### src/rtl/ack_nak_gen.sv
// Receive-side ACK/NAK generator: classifies each incoming TLP by sequence number and
// LCRC status, coalesces ACKs by count/latency, and issues NAKs for lost or corrupt TLPs.
module ack_nak_gen #(
  parameter int SEQ_W      = 12,
  parameter int ACK_LAT    = 64,
  parameter int ACK_THRESH = 4
) (
  input  logic             clk,
  input  logic             reset,
  input  logic             tlp_valid,
  input  logic [SEQ_W-1:0] tlp_seq,
  input  logic             lcrc_ok,
  output logic             tlp_accept,
  output logic             tlp_drop,
  output logic [1:0]       acknak,
  output logic [SEQ_W-1:0] acknak_seq,
  output logic             acknak_valid,
  input  logic             acknak_ready
);

  localparam logic [1:0] IDLE     = 2'b00;
  localparam logic [1:0] ACK_WAIT = 2'b01;
  localparam logic [1:0] SEND_ACK = 2'b10;
  localparam logic [1:0] SEND_NAK = 2'b11;

  localparam int TMR_W  = $clog2(ACK_LAT + 1);
  localparam int PEND_W = 8;
  localparam logic [SEQ_W-1:0]  HALF_RANGE = SEQ_W'(1 << (SEQ_W - 1));
  localparam logic [TMR_W-1:0]  TMR_LAST   = TMR_W'(ACK_LAT - 1);
  localparam logic [PEND_W-1:0] PEND_LIM   = PEND_W'(ACK_THRESH);

  logic [1:0]        state_q, state_d;
  logic [SEQ_W-1:0]  nrs_q, nrs_d;
  logic              nak_sched_q, nak_sched_d;
  logic [TMR_W-1:0]  timer_q, timer_d;
  logic [PEND_W-1:0] pend_q, pend_d;
  logic [SEQ_W-1:0]  seq_q, seq_d;
  logic              accept_q, accept_d;
  logic              drop_q, drop_d;

  logic [SEQ_W-1:0]  diff;
  logic              nak_req;
  logic              dup;
  logic              ack_due;

  always_comb begin
    state_d     = state_q;
    nrs_d       = nrs_q;
    nak_sched_d = nak_sched_q;
    timer_d     = timer_q;
    pend_d      = pend_q;
    seq_d       = seq_q;
    accept_d    = 1'b0;
    drop_d      = 1'b0;
    nak_req     = 1'b0;
    dup         = 1'b0;
    diff        = nrs_q - tlp_seq;

    // Retire first so a same-edge TLP event sees the post-retire state.
    if (acknak_valid && acknak_ready) begin
      if (state_q == SEND_ACK) begin
        pend_d  = '0;
        timer_d = '0;
      end
      state_d = (pend_d != '0) ? ACK_WAIT : IDLE;
    end

    ack_due = (pend_d != '0) && (timer_d == TMR_LAST);
    if ((pend_d != '0) && (timer_d != TMR_LAST)) begin
      timer_d = timer_d + TMR_W'(1);
    end

    if (tlp_valid) begin
      if (lcrc_ok && (diff == '0)) begin
        accept_d    = 1'b1;
        nrs_d       = nrs_q + SEQ_W'(1);
        nak_sched_d = 1'b0;
        if (pend_d != '1) begin
          pend_d = pend_d + PEND_W'(1);
        end
      end else if (lcrc_ok && (diff <= HALF_RANGE)) begin
        drop_d = 1'b1;
        dup    = 1'b1;
      end else begin
        drop_d = 1'b1;
        if (!nak_sched_q) begin
          nak_req     = 1'b1;
          nak_sched_d = 1'b1;
        end
      end
    end

    if (pend_d >= PEND_LIM) begin
      ack_due = 1'b1;
    end

    // NAK wins over any ACK; a displaced ACK is dropped, not queued.
    case (state_d)
      IDLE, ACK_WAIT: begin
        if (nak_req) begin
          state_d = SEND_NAK;
          seq_d   = nrs_d - SEQ_W'(1);
        end else if (dup || ack_due) begin
          state_d = SEND_ACK;
          seq_d   = nrs_d - SEQ_W'(1);
        end else if (pend_d != '0) begin
          state_d = ACK_WAIT;
        end
      end
      SEND_ACK: begin
        if (nak_req) begin
          state_d = SEND_NAK;
          seq_d   = nrs_d - SEQ_W'(1);
        end
      end
      default: ;
    endcase
  end

  always_ff @(posedge clk or posedge reset) begin
    if (reset) begin
      state_q     <= IDLE;
      nrs_q       <= '0;
      nak_sched_q <= 1'b0;
      timer_q     <= '0;
      pend_q      <= '0;
      seq_q       <= '0;
      accept_q    <= 1'b0;
      drop_q      <= 1'b0;
    end else begin
      state_q     <= state_d;
      nrs_q       <= nrs_d;
      nak_sched_q <= nak_sched_d;
      timer_q     <= timer_d;
      pend_q      <= pend_d;
      seq_q       <= seq_d;
      accept_q    <= accept_d;
      drop_q      <= drop_d;
    end
  end

  assign tlp_accept   = accept_q;
  assign tlp_drop     = drop_q;
  assign acknak_valid = state_q[1];
  assign acknak       = {state_q == SEND_NAK, state_q == SEND_ACK};
  assign acknak_seq   = acknak_valid ? seq_q : '0;

endmodule

### config.mk
export PLATFORM = sky130hd
export DESIGN_NAME = ack_nak_gen
export DESIGN_NICKNAME = d
export VERILOG_FILES = /design/src/rtl/ack_nak_gen.sv
export SDC_FILE = /design/constraint.sdc
export NUM_CORES = 1
export LEC_CHECK = 0
export CORE_ASPECT_RATIO = 1.4
export CORE_MARGIN = 2
export CORE_UTILIZATION = 60
export CTS_BUF_LIST = sky130_fd_sc_hd__clkbuf_8
export DETAILED_ROUTE_END_ITERATION = 8
export PLACE_DENSITY = 0.93
export SLEW_MARGIN = 40
export SYNTH_ARGS = -nofsm -noshare
export SYNTH_HDL_FRONTEND = slang
export SYNTH_SLANG_ARGS = --single-unit
### constraint.sdc
create_clock -name clk -period 4.6 [get_ports clk]
set_clock_uncertainty 0.1 [all_clocks]
set_input_delay 0.92 -clock clk [delete_from_list [all_inputs] [get_ports clk]]
set_output_delay 0.92 -clock clk [all_outputs]
set_load 0.01 [all_outputs]
# == Yosys cells after proc, flatten, opt, wreduce, memory -nomap -nowiden ==
# Cells that the tools add are included.
# W data, S select, Z words.
# word_totals
elab_cells,77
ff_bits,44
in_bits,17
# classes
n_lt_le_gt_ge,2
n_mux,37
n_reduce_logical,15
n_addsub,5
n_eq_ne,10
# op_table
operator,count
$mux W12,6
$mux W8,6
$pmux W12 S2,1
$reduce_bool A8 Y1,3
$mux W7,3
$mux W1,15
$add A12 B1 Y12 const B,1
$le A12 B12 Y1 const B,1
$logic_not A12 Y1,1
$sub A12 B1 Y12 const B,1
$sub A12 B12 Y12,1
$mux W2,5
$add A8 B1 Y8 const B,1
$ge A8 B3 Y1 const B,1
$ne A8 B8 Y1 const B,1
$add A7 B1 Y7 const B,1
$eq A7 B6 Y1 const B,1
$ne A7 B6 Y1 const B,1
$eq A2 B2 Y1 const B,3
$logic_and A1 B1 Y1,5
$ne A2 B2 Y1 const B,2
$pmux W2 S2,1
$ne A3 B3 Y1 const B,1
$reduce_and A3 Y1,1
other kinds (6),6

# == Depth between registers and ports, before layout ==
# Gate-level depths: netlist of run 1.
# logic_depth
depth_word,14
ltp_mapped,18
ltp_nobuf,16

# == Worst setup path before layout of run 1 ==
# No wires, ideal clock.
# synth_path
kind,input -> register
start,in tlp_seq[2]
end,reg seq_q[0]
stages,13
arrival_ps,4535
path_slack_ps,-160
setup_time_ps,125
cell_sequence,inv_1 -> ha_1 -> o21ai_0 -> a21oi_1 -> o41a_1 -> or4_1 -> a221o_1 -> or4_4 -> a22oi_1 -> or4b_4 -> a22oi_4 -> buf_12 -> mux2_4
# synth_via
elab_chain_len,10
word_cells_on_any_way,26
cone_classes,2 x add/sub; 2 x order compare; 2 x eq/ne; 15 x mux; 5 x reduce/logical
# synth_lines
item,line,text
from (decl),11,"input logic [SEQ_W-1:0] tlp_seq,"
$sub A12 B12 Y12 (*),57,diff = nrs_q - tlp_seq;
"parallel branches: the longest is 9 deep, another holds $sub A12 B1 Y12",-,
to (signal assigned),136,seq_q <= seq_d;
to (decl),37,"logic [SEQ_W-1:0] seq_q, seq_d;"
# Mark *: on every way between the ends. The select of a mux whose other input is x is not followed.
# A chain may end at the register's enable or synchronous reset.

# == Worst setup path in the final report of run 1 ==
# layout_path
start,in tlp_seq[5]
end,reg seq_q[11]
# The elaborated chain is that of the path after synthesis.

==> results of run 1 <==
-- how the worst min path moves through the flow --
stage | end | slack [ns] | depth (start not counted) | start
after global placement | seq_q[11] | 0.39 | 1 | seq_q[11]
after global routing | seq_q[5] | 0.43 | 1 | seq_q[5]
after CTS | seq_q[9] | 0.42 | 1 | seq_q[9]
final | seq_q[5] | 0.42 | 1 | seq_q[5]
after detailed placement | seq_q[9] | 0.40 | 1 | seq_q[9]
after floorplan | seq_q[11] | 0.37 | 1 | seq_q[11]
-- flip-flops by register name (all words and copies together) (netlist names) --
name and count:
seq_q 12, tlp_drop 1, nrs_q 12, pend_q 8
nak_sched_q 1, timer_q 7, state_q 2, tlp_accept 1
-- synth_stat cells, drive strengths merged (9+ instances only) --
| master | number |
|---|---|
| nand3 | 18 |
| nand2 | 27 |
| inv | 29 |
| xnor2 | 22 |
| mux2i | 9 |
| nor2 | 26 |
| ha | 16 |
| o21ai | 12 |
| xor2 | 12 |
| a21oi | 10 |
| mux2 | 10 |
| dfrtp | 44 |
| nand4 | 14 |
| and2 | 22 |
-- layout make-up --
type	count	area, um2
sequential	44	1101
tap	68	85.08
inverter	30	120.1
clock buffer	5	68.82
multi-input combinational	290	2381
fill	278	860.8
timing repair buffer	101	848.3
clock inverter	2	60.06
-- power groups by stage --
| stage | Sequential (mW) | Combinational [mW] | Clock [mW] |
|---|---|---|---|
| detailed placement | 0.399 | 0.115 | 0 |
| CTS | 0.391 | 0.125 | 0.358 |
| global route | 0.392 | 0.143 | 0.378 |
| global placement | 0.399 | 0.110 | 0 |
| finish | 0.392 | 0.134 | 0.362 |
| floorplan | 0.398 | 0.0624 | 0 |
-- worst reg2reg max path: stages (launching register included) --
cell	delay, ns
dfrtp_1	0.62
ha_4	0.28
o21ai_2	0.15
a21oi_2	0.06
o41a_1	0.34
or4_1	0.50
a221o_1	0.36
or4_4	0.44
a22oi_1	0.18
or4b_4	0.51
a22oi_4	0.32
buf_12	0.17
mux2_4	0.30
-- layer usage --
metal,vias up,global-route usage,routed length (um)
met5,-,0,0
met4,0,0.2233,637
met3,86,0.05415,795
met2,246,0.5995,5481
met1,1684,0.3958,3772
li1,1541,-,-
-- kinds of logic after synthesis --
logic type	count (synthesis)	share of synthesized area
AND/OR/NAND/NOR	162	0.2664
adder cells (fa/ha/maj)	16	0.05831
AO/OA/AOI/OAI	59	0.1403
XOR/XNOR	34	0.08892
buffers and inverters	40	0.05867
multiplexers	19	0.06669
flip-flops	44	0.3207
-- per-stage QoR --
stage	worst slack (ns)	std cells	power, mW	util
floorplan	-0.04044	374	0.4604	-
detailed placement	-0.6441	523	0.5145	0.7742
global route	-0.08239	540	0.9120	0.8442
CTS	0.002400	537	0.8750	0.8290
finish	0.06324	540	0.8871	0.8442
global placement	-0.5492	523	0.5093	0.7742
-- timing repair --
action,CTS,global route
setup endpoints to repair,13,12
buffers inserted,6,3
cloned,1,0
pin swaps,20,13
gates resized for setup,56,18
==> results.sh, run 1 <==
export IMPL_path_clk_slew_ns=0.10
export IMPL_timing_rr_end="seq_q[11]"
export IMPL_gr_total_overflow=0
export IMPL_finalHoldViolCount=0
export IMPL_arrival_ns=4.63
export IMPL_hpwl_um=6687
export IMPL_wl_um=10690
export IMPL_r2r_slack_ns=0.15
export IMPL_placement_io_buffers=33
export IMPL_synth_edff_count=0
export IMPL_start_util=0.6214
export IMPL_vias_per_cell=6.587
export IMPL_ys_ff_latch=44
export IMPL_root_buffer="clkbuf_8"
export IMPL_max_cap_violations=0
export IMPL_r2r_start="nrs_q[2]"
export IMPL_p_per_area_mw_per_mm2=190.2
export IMPL_dieArea_mm2=0.006352
export IMPL_fin_hold_ws_ns=0.4158
export IMPL_fp_dieW_um=67.93
export IMPL_p_leak_nw=2.176
export IMPL_numCtsBuffers=5
export IMPL_finalSetupViolations=0
export IMPL_comb_power_share=0.151
export IMPL_htreeDepth=2
export IMPL_worstPathMaxFanout=6
export IMPL_timing_setup_tns_ns=0
export IMPL_end_kind="register"
export IMPL_synth_cells=374
export IMPL_synth_top_cell_area_share=0.3207
export IMPL_synthArstFlopShare=1.000
export IMPL_nets=505
export IMPL_maxSlewViolCount=0
export IMPL_grt_pass1_wl_um=17060
export IMPL_yosys_most_used_dff="dfrtp_1"
export IMPL_crit_start="tlp_seq[5]"
export IMPL_seqPwrFrac=0.441
export IMPL_worst_pin_slew_ns=0.5713
export IMPL_routed_via_count=3557
export IMPL_required_ns=4.70
export IMPL_drtPass1Iterations=5
export IMPL_grt_pass1_vias=3700
export IMPL_intPower_mw=0.6689
export IMPL_syn2layout_area_growth_pct=35.86
export IMPL_synth_fp_nets=407
export IMPL_period_share=0.9863
export IMPL_slew_headroom=0.6191
export IMPL_crit_family="simple AND/OR/NAND/NOR gates"
export IMPL_ys_top_cells_by_area="dfrtp_1 32%, ha_1 5.8%, xnor2_1 5.4%, and2_1 3.8%, inv_1 3.2%"
export IMPL_synth_warnings=0
export IMPL_postCtsHoldBufs=0
export IMPL_crit_type="primary input to register"
export IMPL_wl_per_cell_um=19.79
export IMPL_placed_area_mm2=0.004278
export IMPL_max_clock_path_buffers=2
export IMPL_final_cell_area_mm2=0.004664
export IMPL_clock_sinks=44
export IMPL_crit_buf_inv=5
export IMPL_irDropWorstVdd_mv=0.1716
export IMPL_synth_distinct_cells=72
export IMPL_synth_area_mm2=0.003433
export IMPL_layout_commonest_cell="buf_4"
export IMPL_die_h_um=93.51
export IMPL_fin_crit_ns=4.537
export IMPL_critical_path_most_common_cell="buf_4"
export IMPL_seq_area_frac_synth=0.3207
export IMPL_max_freq_mhz=220.4
export IMPL_yosys_area_top_type="dfrtp_1"
export IMPL_layout_drive_gt1_share=0.3305
export IMPL_diodes=0
export IMPL_gp_congestion=0.9845
export IMPL_core_area_mm2=0.005525
export IMPL_critical_path_cell_chain="clkbuf_2 -> inv_2 -> ha_4 -> buf_4 -> buf_4 -> nor3_4 -> nor2_1 -> o41a_1 -> or4_1 -> a221o_1 -> or4_4 -> a22oi_1 -> or4b_4 -> a22oi_4 -> buf_12 -> mux2_4"
export IMPL_ant_nets=0
export IMPL_layout_common_cells="65 x buf_4, 44 x dfrtp_1, 26 x nand2_1"
export IMPL_status="completed"
export IMPL_grt_usage=0.3523
export IMPL_reg2regPathDepth=12
export IMPL_antenna_found_initial=0
export IMPL_drt_iter0_drc=391
export IMPL_cts_tree="done"
export IMPL_max_stage_delay_ns=0.51
export IMPL_slowest_stage="or4b_4"
export IMPL_worst_path_stages=16
export IMPL_p_sw_frac=0.2460
export IMPL_grt_max_degree=45
export IMPL_clock_latency_ns=0.31
export IMPL_crit_end="seq_q[11]"
export IMPL_avgSynthCellArea_um2=9.180
export IMPL_hold_class="register to register"
export IMPL_pin_count=34
export IMPL_p_clk_frac=0.408
export IMPL_drcViolationCount=0
export IMPL_power_switching_mw=0.2182
export IMPL_worst_setup_path_start_kind="primary input"
export IMPL_row_count=32
Power figures use the tool's default switching activity.
==> inputs of run 2 (changes only) <==
--- a/config.mk
+++ b/config.mk
@@ -7,10 +7,10 @@
 export LEC_CHECK = 0
 export CORE_ASPECT_RATIO = 1.4
 export CORE_MARGIN = 2
-export CORE_UTILIZATION = 60
+export CORE_UTILIZATION = 54
 export CTS_BUF_LIST = sky130_fd_sc_hd__clkbuf_8
 export DETAILED_ROUTE_END_ITERATION = 8
-export PLACE_DENSITY = 0.93
+export PLACE_DENSITY = 0.89
 export SLEW_MARGIN = 40
 export SYNTH_ARGS = -nofsm -noshare
 export SYNTH_HDL_FRONTEND = slang
==> constraint.sdc (replaced) <==
create_clock -name clk -period 3.8 [get_ports clk]
set_clock_uncertainty 0.1 [all_clocks]
set_input_delay 0.76 -clock clk [delete_from_list [all_inputs] [get_ports clk]]
set_output_delay 0.76 -clock clk [all_outputs]
set_load 0.01 [all_outputs]
==> run 2 against run 1 <==
Compared with the run above:
- the flow now finishes with violations (negative setup slack)
- global-route usage decreased by 4.4 points
- final area increased by 7.5%
- hold slack improved by 0.0014 ns
- register-to-register slack got worse by 0.72 ns
- sequential power increased by 20%
- sequential cell count unchanged
- worst setup slack got worse by 0.69 ns
- sequential share of layout area decreased by 1.6 points
- core utilization decreased by 3.1 points
- final cell count increased by 6.9%
- largest cell class unchanged
- largest power group unchanged
==> results.sh, run 2 (synthesis gave the netlist of run 1 again) <==
export IMPL_status="finished with violations"
export IMPL_violations="negative setup slack"
export IMPL_root_buffer="clkbuf_8"
export IMPL_placement_io_buffers=33
export IMPL_maxSlewViolCount=0
export IMPL_drtPass1Iterations=5
export IMPL_syn2layout_area_growth_pct=46.06
export IMPL_worstPathMaxFanout=5
export IMPL_dieArea_mm2=0.007021
export IMPL_layout_commonest_cell="buf_4"
export IMPL_p_leak_nw=2.359
export IMPL_fp_dieW_um=71.39
export IMPL_vias_per_cell=6.333
export IMPL_htreeDepth=2
export IMPL_grt_max_degree=45
export IMPL_layout_drive_gt1_share=0.3980
export IMPL_total_power_mw=1.078
export IMPL_slew_headroom=0.5844
export IMPL_ant_nets=0
export IMPL_top_regs="nrs_q x12, seq_q x12, pend_q x8"
export IMPL_grt_usage=0.3087
export IMPL_fin_crit_ns=4.427
export IMPL_crit_type="primary input to register"
export IMPL_p_per_area_mw_per_mm2=214.9
export IMPL_wl_um=11730
export IMPL_die_h_um=98.35
export IMPL_worst_setup_path_start_kind="primary input"
export IMPL_pin_count=34
export IMPL_nets=538
export IMPL_gp_congestion=0.9432
export IMPL_core_area_mm2=0.006168
export IMPL_hold_depth=1
export IMPL_antenna_found_initial=0
export IMPL_finalHoldViolCount=0
export IMPL_diodes=0
export IMPL_layout_common_cells="93 x buf_4, 44 x dfrtp_1, 26 x nand2_1"
export IMPL_finalSetupViolations=14
export IMPL_reg2regPathDepth=16
export IMPL_hold_class="register to register"
export IMPL_grt_pass1_wl_um=17260
export IMPL_fin_hold_ws_ns=0.4172
export IMPL_setup_ws_ns=-0.6267
export IMPL_cts_tree="done"
export IMPL_max_clock_path_buffers=2
export IMPL_min_to="seq_q[9]"
export IMPL_grt_pass1_vias=3676
export IMPL_row_count=34
export IMPL_rsz0062_at_grt="true"
export IMPL_start_util=0.5566
export IMPL_r2r_slack_ns=-0.57
export IMPL_end_kind="register"
export IMPL_path_clk_slew_ns=0.09
export IMPL_drcViolationCount=0
export IMPL_routed_via_count=3654
export IMPL_clock_latency_ns=0.29
export IMPL_r2r_start="nrs_q[0]"
export IMPL_required_ns=3.91
export IMPL_numCtsBuffers=5
export IMPL_min_from="seq_q[9]"
export IMPL_drt_iter0_drc=335
export IMPL_period_share=1.165
export IMPL_max_cap_violations=0
export IMPL_irDropWorstVdd_mv=0.1791
export IMPL_wl_per_cell_um=20.33
export IMPL_gr_total_overflow=0
export IMPL_worst_pin_slew_ns=0.6190
export IMPL_clock_sinks=44
export IMPL_arrival_ns=4.53
export IMPL_hpwl_um=6946
export IMPL_timing_rr_end="seq_q[1]"
export IMPL_max_freq_mhz=225.9
-- run 2: cell count changes in the layout (fill, tap and decap cells not counted), sizes merged --
| cell | before | now |
|---|---|---|
| buf | 71 | 106 |
| clkdlybuf4s15 | 3 | 2 |
| dlygate4sd2 | 3 | 1 |
| dlymetal6s2s | 0 | 1 |
-- run 2: how the worst max path moves through the flow --
stage                 to  cells past startpoint  startpoint  slack, ns
2_1_floorplan   seq_q[0]                     14  tlp_seq[6]      -0.68
3_3_place_gp    seq_q[9]                     14  tlp_seq[1]      -1.19
3_5_place_dp    seq_q[9]                     14  tlp_seq[1]      -1.33
4_1_cts        seq_q[10]                     15  tlp_seq[2]      -0.60
5_1_grt        seq_q[10]                     18  tlp_seq[8]      -0.75
6_report        seq_q[1]                     16  tlp_seq[8]      -0.63
-- run 2: through the flow --
step | setup TNS (ns) | cell area [um2] | setup slack, ns | utilization | cells
floorplan | -7.812 | 3503 | -0.6793 | - | 374
global placement | -17.90 | 4471 | -1.187 | 0.7247 | 552
detailed placement | -21.75 | 4471 | -1.326 | 0.7247 | 552
CTS | -7.487 | 4857 | -0.6047 | 0.7874 | 568
global route | -8.761 | 5015 | -0.7480 | 0.8130 | 577
finish | -7.989 | 5015 | -0.6267 | 0.8130 | 577
-- run 2: power by group --
group / internal [mW] / total (mW) / switching [mW]
Sequential: 0.470 / 0.471 / 0.00124
Combinational: 0.0902 / 0.180 / 0.0901
Clock: 0.259 / 0.426 / 0.167
Total: 0.819 / 1.08 / 0.259
-- run 2: final cells by class --
type	count	area [um2]
multi-input combinational	290	2441
fill	331	1154
timing repair buffer	134	1126
sequential	44	1101
inverter	30	127.6
tap	72	90.09
clock buffer	5	68.82
clock inverter	2	60.06
-- run 2: routing by layer --
| metal | up-vias | share of wire | global-route usage |
|---|---|---|---|
| li1 | 1597 | - | - |
| met1 | 1728 | 0.35 | 0.3430 |
| met2 | 240 | 0.51 | 0.5591 |
| met3 | 89 | 0.062 | 0.03612 |
| met4 | 0 | 0.078 | 0.1669 |
| met5 | - | 0 | 0 |
-- run 2: repair_timing --
item                       4_1_cts  5_1_grt
pin swaps                       27       25
setup endpoints to repair       22       15
resized for setup               75       26
gates cloned                     1        0
buffers inserted                 8       10
hold buffers                     0        0
-- run 2: critical path, stage by stage --
cell and delay, ns:
clkdlybuf4s15_1 0.18, inv_2 0.05, ha_4 0.24, buf_4 0.14, or4_1 0.55, nor2_1 0.16
a21o_1 0.12, a211o_1 0.18, nor2_1 0.09, or4_4 0.56, a22oi_2 0.15, or4b_4 0.51
a22oi_4 0.31, clkbuf_16 0.21, buf_6 0.10, mux2i_2 0.22
